$ cat src/rtl/hazard_pkg.sv
// Shared definitions for the pipeline hazard controller.
package hazard_pkg;

    localparam int unsigned FW_MODE_BITS = 2;

    typedef logic [FW_MODE_BITS-1:0] fw_mode_t;

    localparam fw_mode_t NO_FW  = 2'd0;
    localparam fw_mode_t FW_MEM = 2'd1;
    localparam fw_mode_t FW_WB  = 2'd2;

    // Winning pipeline-control condition, highest priority last in the list.
    typedef enum logic [1:0] {
        PriNone,
        PriHazard,
        PriBranch,
        PriFreeze
    } pri_e;

endpackage

$ cat src/rtl/hazard_scoreboard.sv
// Busy-bit scoreboard for variable-latency writers, with pending count and sticky error.
module hazard_scoreboard
    import hazard_pkg::*;
#(
    parameter int unsigned REG_AW      = 5,
    parameter int unsigned MAX_PENDING = 4
) (
    input  logic                      clk,
    input  logic                      rst,
    input  logic                      long_issue,
    input  logic [REG_AW-1:0]         long_rd,
    input  logic                      long_done,
    input  logic [REG_AW-1:0]         long_done_rd,
    input  logic                      dmem_wait,
    output logic [(1 << REG_AW)-1:0]  busy,
    output logic                      sb_full,
    output logic                      sb_err
);

    localparam int unsigned NREGS  = 1 << REG_AW;
    localparam int unsigned PEND_W = $clog2(MAX_PENDING + 1);

    logic [NREGS-1:0]  busy_q, busy_d;
    logic [PEND_W-1:0] pend_q, pend_d;
    logic              err_q, err_d;
    logic              full, set_req, set_ok, clr_ok;

    // Next-state: clear first so a same-cycle set of the same register wins.
    always_comb begin
        full    = (pend_q == PEND_W'(MAX_PENDING));
        set_req = long_issue && (long_rd != '0) && !dmem_wait;
        set_ok  = set_req && !full;
        clr_ok  = long_done && busy_q[long_done_rd];

        busy_d = busy_q;
        if (clr_ok) busy_d[long_done_rd] = 1'b0;
        if (set_ok) busy_d[long_rd]      = 1'b1;

        pend_d = pend_q;
        case ({set_ok, clr_ok})
            2'b10:   pend_d = pend_q + PEND_W'(1);
            2'b01:   pend_d = pend_q - PEND_W'(1);
            default: pend_d = pend_q;
        endcase

        // Completion of an idle register or an issue into a full board are protocol errors.
        err_d = err_q | (long_done && !busy_q[long_done_rd]) | (set_req && full);
    end

    // State register; reset forgets all in-flight long ops.
    always_ff @(posedge clk or posedge rst) begin
        if (rst) begin
            busy_q <= '0;
            pend_q <= '0;
            err_q  <= 1'b0;
        end else begin
            busy_q <= busy_d;
            pend_q <= pend_d;
            err_q  <= err_d;
        end
    end

    assign busy    = busy_q;
    assign sb_full = full;
    assign sb_err  = err_q;

endmodule

$ cat src/rtl/hazard_ctrl.sv
// Pipeline hazard controller: forwarding, load-use/scoreboard stalls, branch flush,
// memory-wait freeze and a saturating stall-cycle counter.
module hazard_ctrl
    import hazard_pkg::*;
#(
    parameter int unsigned REG_AW      = 5,
    parameter int unsigned MAX_PENDING = 4,
    parameter int unsigned CNT_W       = 32
) (
    input  logic                    clk,
    input  logic                    rst,
    input  logic [REG_AW-1:0]       rs1_dec,
    input  logic [REG_AW-1:0]       rs2_dec,
    input  logic [REG_AW-1:0]       rd_dec,
    input  logic                    reg_write_dec,
    input  logic                    long_dec,
    input  logic [REG_AW-1:0]       rs1_exe,
    input  logic [REG_AW-1:0]       rs2_exe,
    input  logic [REG_AW-1:0]       rd_exe,
    input  logic                    mem_read_exe,
    input  logic                    took_branch,
    input  logic                    long_issue,
    input  logic [REG_AW-1:0]       long_rd,
    input  logic                    long_done,
    input  logic [REG_AW-1:0]       long_done_rd,
    input  logic [REG_AW-1:0]       rd_mem,
    input  logic [REG_AW-1:0]       rd_wb,
    input  logic                    reg_write_mem,
    input  logic                    reg_write_wb,
    input  logic                    dmem_wait,
    output logic [FW_MODE_BITS-1:0] fwd_rs1_exe,
    output logic [FW_MODE_BITS-1:0] fwd_rs2_exe,
    output logic                    stall_fetch,
    output logic                    stall_dec,
    output logic                    stall_exe,
    output logic                    stall_mem,
    output logic                    flush_dec,
    output logic                    flush_exe,
    output logic                    sb_full,
    output logic                    sb_err,
    output logic [CNT_W-1:0]        stall_cycles
);

    localparam int unsigned NREGS = 1 << REG_AW;

    logic [NREGS-1:0] busy;
    logic             load_use, sb_hit, sb_stall;
    pri_e             pri;
    logic [CNT_W-1:0] cnt_q, cnt_d;

    hazard_scoreboard #(
        .REG_AW      (REG_AW),
        .MAX_PENDING (MAX_PENDING)
    ) u_scoreboard (
        .clk          (clk),
        .rst          (rst),
        .long_issue   (long_issue),
        .long_rd      (long_rd),
        .long_done    (long_done),
        .long_done_rd (long_done_rd),
        .dmem_wait    (dmem_wait),
        .busy         (busy),
        .sb_full      (sb_full),
        .sb_err       (sb_err)
    );

    function automatic fw_mode_t fw_sel(input logic [REG_AW-1:0] src,
                                        input logic [REG_AW-1:0] dst_mem,
                                        input logic              we_mem,
                                        input logic [REG_AW-1:0] dst_wb,
                                        input logic              we_wb);
        fw_mode_t sel;
        sel = NO_FW;
        if (src != '0) begin
            if (we_mem && (dst_mem == src))     sel = FW_MEM;
            else if (we_wb && (dst_wb == src))  sel = FW_WB;
        end
        return sel;
    endfunction

    // EXE operand forward selects; MEM is the younger producer so it wins over WB.
    always_comb begin
        fwd_rs1_exe = fw_sel(rs1_exe, rd_mem, reg_write_mem, rd_wb, reg_write_wb);
        fwd_rs2_exe = fw_sel(rs2_exe, rd_mem, reg_write_mem, rd_wb, reg_write_wb);
    end

    // Hazard detection and priority resolution.
    always_comb begin
        load_use = mem_read_exe && (rd_exe != '0) &&
                   ((rs1_dec == rd_exe) || (rs2_dec == rd_exe));
        sb_hit   = busy[rs1_dec] | busy[rs2_dec] | (reg_write_dec & busy[rd_dec]);
        sb_stall = sb_hit | (long_dec & sb_full);

        // A frozen EXE re-presents its branch, so the freeze must win over the flush.
        if (dmem_wait)                  pri = PriFreeze;
        else if (took_branch)           pri = PriBranch;
        else if (load_use || sb_stall)  pri = PriHazard;
        else                            pri = PriNone;
    end

    // Decode the winning condition into stall/flush enables.
    always_comb begin
        stall_fetch = 1'b0;
        stall_dec   = 1'b0;
        stall_exe   = 1'b0;
        stall_mem   = 1'b0;
        flush_dec   = 1'b0;
        flush_exe   = 1'b0;
        unique case (pri)
            PriFreeze: begin
                stall_fetch = 1'b1;
                stall_dec   = 1'b1;
                stall_exe   = 1'b1;
                stall_mem   = 1'b1;
            end
            PriBranch: begin
                flush_dec = 1'b1;
                flush_exe = 1'b1;
            end
            PriHazard: begin
                stall_fetch = 1'b1;
                stall_dec   = 1'b1;
                flush_exe   = 1'b1;
            end
            default: ;
        endcase
    end

    // Saturating stall-cycle counter next state.
    always_comb begin
        cnt_d = cnt_q;
        if (stall_dec && (cnt_q != '1)) cnt_d = cnt_q + CNT_W'(1);
    end

    // Stall-cycle counter register.
    always_ff @(posedge clk or posedge rst) begin
        if (rst) cnt_q <= '0;
        else     cnt_q <= cnt_d;
    end

    assign stall_cycles = cnt_q;

endmodule

$ cat config.mk
export PLATFORM = sky130hd
export DESIGN_NAME = hazard_ctrl
export DESIGN_NICKNAME = d
export VERILOG_FILES = /design/src/rtl/hazard_pkg.sv /design/src/rtl/hazard_scoreboard.sv /design/src/rtl/hazard_ctrl.sv
export SDC_FILE = /design/constraint.sdc
export NUM_CORES = 1
export LEC_CHECK = 0
export ABC_AREA = 1
export CORE_MARGIN = 4
export CORE_UTILIZATION = 30
export CTS_CLUSTER_SIZE = 30
export DETAILED_ROUTE_END_ITERATION = 10
export GPL_TIMING_DRIVEN = 1
export PLACE_DENSITY_LB_ADDON = 0.2
export SETUP_SLACK_MARGIN = 0.05
export SLEW_MARGIN = 20
export SYNTH_ARGS = -nofsm -noshare
export SYNTH_HDL_FRONTEND = slang
export SYNTH_SLANG_ARGS = --single-unit
$ cat constraint.sdc
create_clock -name clk -period 2.2 [get_ports clk]
set_input_delay 0.22 -clock clk [delete_from_list [all_inputs] [get_ports clk]]
set_output_delay 0.22 -clock clk [all_outputs]
set_load 0.05 [all_outputs]
==> results.md <==
* Register-to-Register Path Depth at 18
* Avg Inst Size Synth at 6.35 µm²
* Die area at 0.0207 mm²
* Starting DRT DRC Count at 510
* Worst R2R Setup Slack at 50 ps
* Yosys reg bits at 68
* Register area share after synthesis at 30.7%
* Worst r2r dst: stall_cycles[18]
* Antenna-violating nets left at 0
* Final period utilization at 108%
* Vias in the first global route at 6091
* Hold crit path type: primary input to async pin
* Critical path required time at 1980 ps
* Yosys top cell area share at 30.7%
* Core area at 0.0181 mm²
* Hold Slack at 281 ps
* Crit path kind: flop to output pin
* WL/cell at 15.5 µm
* Io pins at 105
* Post-Route Skew at 7.38 ps
* Net count, final at 1147
* N_diodes at 0
* Clock-pin transition on the worst setup and hold timing paths at 50 ps
* CTS Buf Count at 9
* Reg-to-Reg Start: u_scoreboard.busy[13]
* EDFF count, synth at 0
* Dpl cells at 1276
* Synth unique cells at 38
* Yosys warns at 0
* Grt ovf at 0
* GRT Util Overall at 19.6%
* Pins Over Slew Limit at 0
* CP startpoint kind: flop
* Synth Instances at 874
* Final WS setup at -183 ps
* Top FF cell, synth: dfrtp_1
* Die W at 144 µm
* Finished Core Util at 45.8%
* CTS tree: done
* Synth top area cells: dfrtp_1, nand2_1, nand3_1
* Detailed Route WL at 20300 µm
* DRT Pass-1 Iters at 7
* Period minus WS final at 2380 ps
* GP Congestion at 0.927
* Post-Syn Nets at 940
* DR vias/cell at 4.97
* Std-Cell Rows at 49
* Share of cells above drive strength 1 at 20.8%
* Run status: finished with violations
* Setup violations, final at 6
* Failing checks: negative setup slack
* DP HPWL at 15500 µm
* Worst-Margin Slew at 684 ps
* Clk Tree Root Cell: clkbuf_16
* Non-Filler Instances at 1312
* Hold Buf Count CTS at 0
* Clk Latency, worst-skew pair at 330 ps
* Die height at 144 µm
* Max_cap viols at 0
* Dpl cell area at 0.00758 mm²
* Htree depth at 3
* IO buf count at 104
* Slew headroom at 54.0%
* Static Leak at 3.93 nW
* Synthesized cell area at 0.00555 mm²
* Max FO, Critical Path at 3
* Antenna violations before repair at 0
* Critical Path AT at 2160 ps
* RSZ-0062 raised after global routing: yes
* Synth-to-Final Area Change at 49.3%
* Via count of the routed design at 6521
* Largest net degree at the start of global routing at 45
* Peak VDD IR at 0.643 mV
* CTS sink cnt at 68
* Max frequency at 0.420 GHz
* First-pass GRT wire length at 32100 µm
* Residual DRC at 0
* PD cells at 701 mW/mm²
* Endpoint type of the worst setup path: output pin
* Synth area leader: dfrtp_1
* Hold Vio Cnt, Final at 0
* Finished Cell Area at 0.00828 mm²
* Clk buf depth at 2
* Synth async-reset ratio at 100%
* Starting Density at 30.7%
[Yosys cell counts, drive strengths merged, types with 2 or more instances]
cell type	count
dfrtp	68
a221oi	2
xnor2	6
buf	24
xor2	26
o2111ai	2
a211oi	2
nand4	16
o211ai	4
nor4	7
nor3	23
nand2	280
o21ai	95
nor2	44
nand3	105
ha	4
o22ai	11
a21oi	17
inv	132
[flip-flops by register name (all words and copies together), names as in the netlist]
signal               flops
u_scoreboard.busy       32
u_scoreboard.pend_q      3
stall_cycles            32
u_scoreboard.sb_err      1
[placed cells by master, fill, tap and decap left out, types with 16 or more instances in the layout]
cell type / n
o21ai_0: 67
buf_4: 105
inv_2: 30
nand2_1: 268
nand3_1: 103
inv_1: 99
nor2_1: 35
clkdlybuf4s50_1: 84
a21oi_1: 16
o21ai_1: 27
dfrtp_1: 64
xor2_1: 26
[where the power goes]
| group | internal [mW] | total, mW | switching, mW |
|---|---|---|---|
| combinational | 1.12 | 2.61 | 1.49 |
| clock | 0.884 | 1.40 | 0.514 |
| sequential | 1.52 | 1.80 | 0.280 |
| total | 3.52 | 5.81 | 2.29 |
[area by class of cell]
| class | count | area [µm²] |
|---|---|---|
| clock buffer | 10 | 239 |
| fill | 1858 | 9800 |
| sequential | 68 | 1710 |
| multi-input combinational | 649 | 3370 |
| inverter | 132 | 505 |
| timing repair buffer | 221 | 2130 |
| tap | 229 | 287 |
| clock inverter | 3 | 40.0 |
[critical path: stages (launching register included)]
cell and delay [ps]:
dfrtp_1 420, buf_6 130, o211ai_1 140, nand2_1 80, nand2_1 70, nand2_1 70, nor2_2 110, nor2_2 50
nor2_2 120, nand3_2 90, nand2_2 90, nand2_4 60, ha_4 270, buf_12 130
[metrics by stage]
| stage | setup TNS (ps) | power [mW] | setup WS (ps) |
|---|---|---|---|
| after floorplan | -321 | 3.01 | -161 |
| after global placement | -22670 | 4.17 | -565 |
| after detailed placement | -23370 | 4.17 | -657 |
| after CTS | -997 | 5.73 | -211 |
| after global routing | -5090 | 6.17 | -319 |
| final | -706 | 5.81 | -183 |
[cells by family after synthesis]
family / Yosys count / synth area share (%)
AO/OA/AOI/OAI: 136 / 13.2
XOR/XNOR: 32 / 5.05
adder cells (fa/ha/maj): 5 / 1.26
buffers and inverters: 157 / 12.1
flip-flops: 68 / 30.7
AND/OR/NAND/NOR: 476 / 37.8
[layer usage]
metal	vias up	global-route usage (%)	part of all wire, %
met2	263	30.6	44
met3	29	2.65	7.7
met5	-	0	0
li1	3251	-	-
met1	2978	28.1	46
met4	0	6.69	2.0
[timing repair]
item                                    CTS  global route
endpoints found under the setup margin   38            59
resized for setup                        68            27
setup buffers                            11            10
cloned                                    3             0
hold endpoints to repair                  0             0
pin swaps                                13            16
[worst max path at each step]
stage	slack [ps]	endpoint	cells after the start	startpoint
2_1_floorplan	-160	u_scoreboard.pend_q[2]	9	u_scoreboard.pend_q[0]
3_3_place_gp	-560	u_scoreboard.pend_q[2]	15	long_done_rd[0]
4_1_cts	-210	flush_dec	16	rs2_dec[1]
3_5_place_dp	-660	u_scoreboard.pend_q[2]	15	long_done_rd[0]
5_1_grt	-320	flush_exe	13	u_scoreboard.busy[16]
6_report	-180	flush_exe	13	u_scoreboard.busy[16]
(Power assumes the default switching activity.)
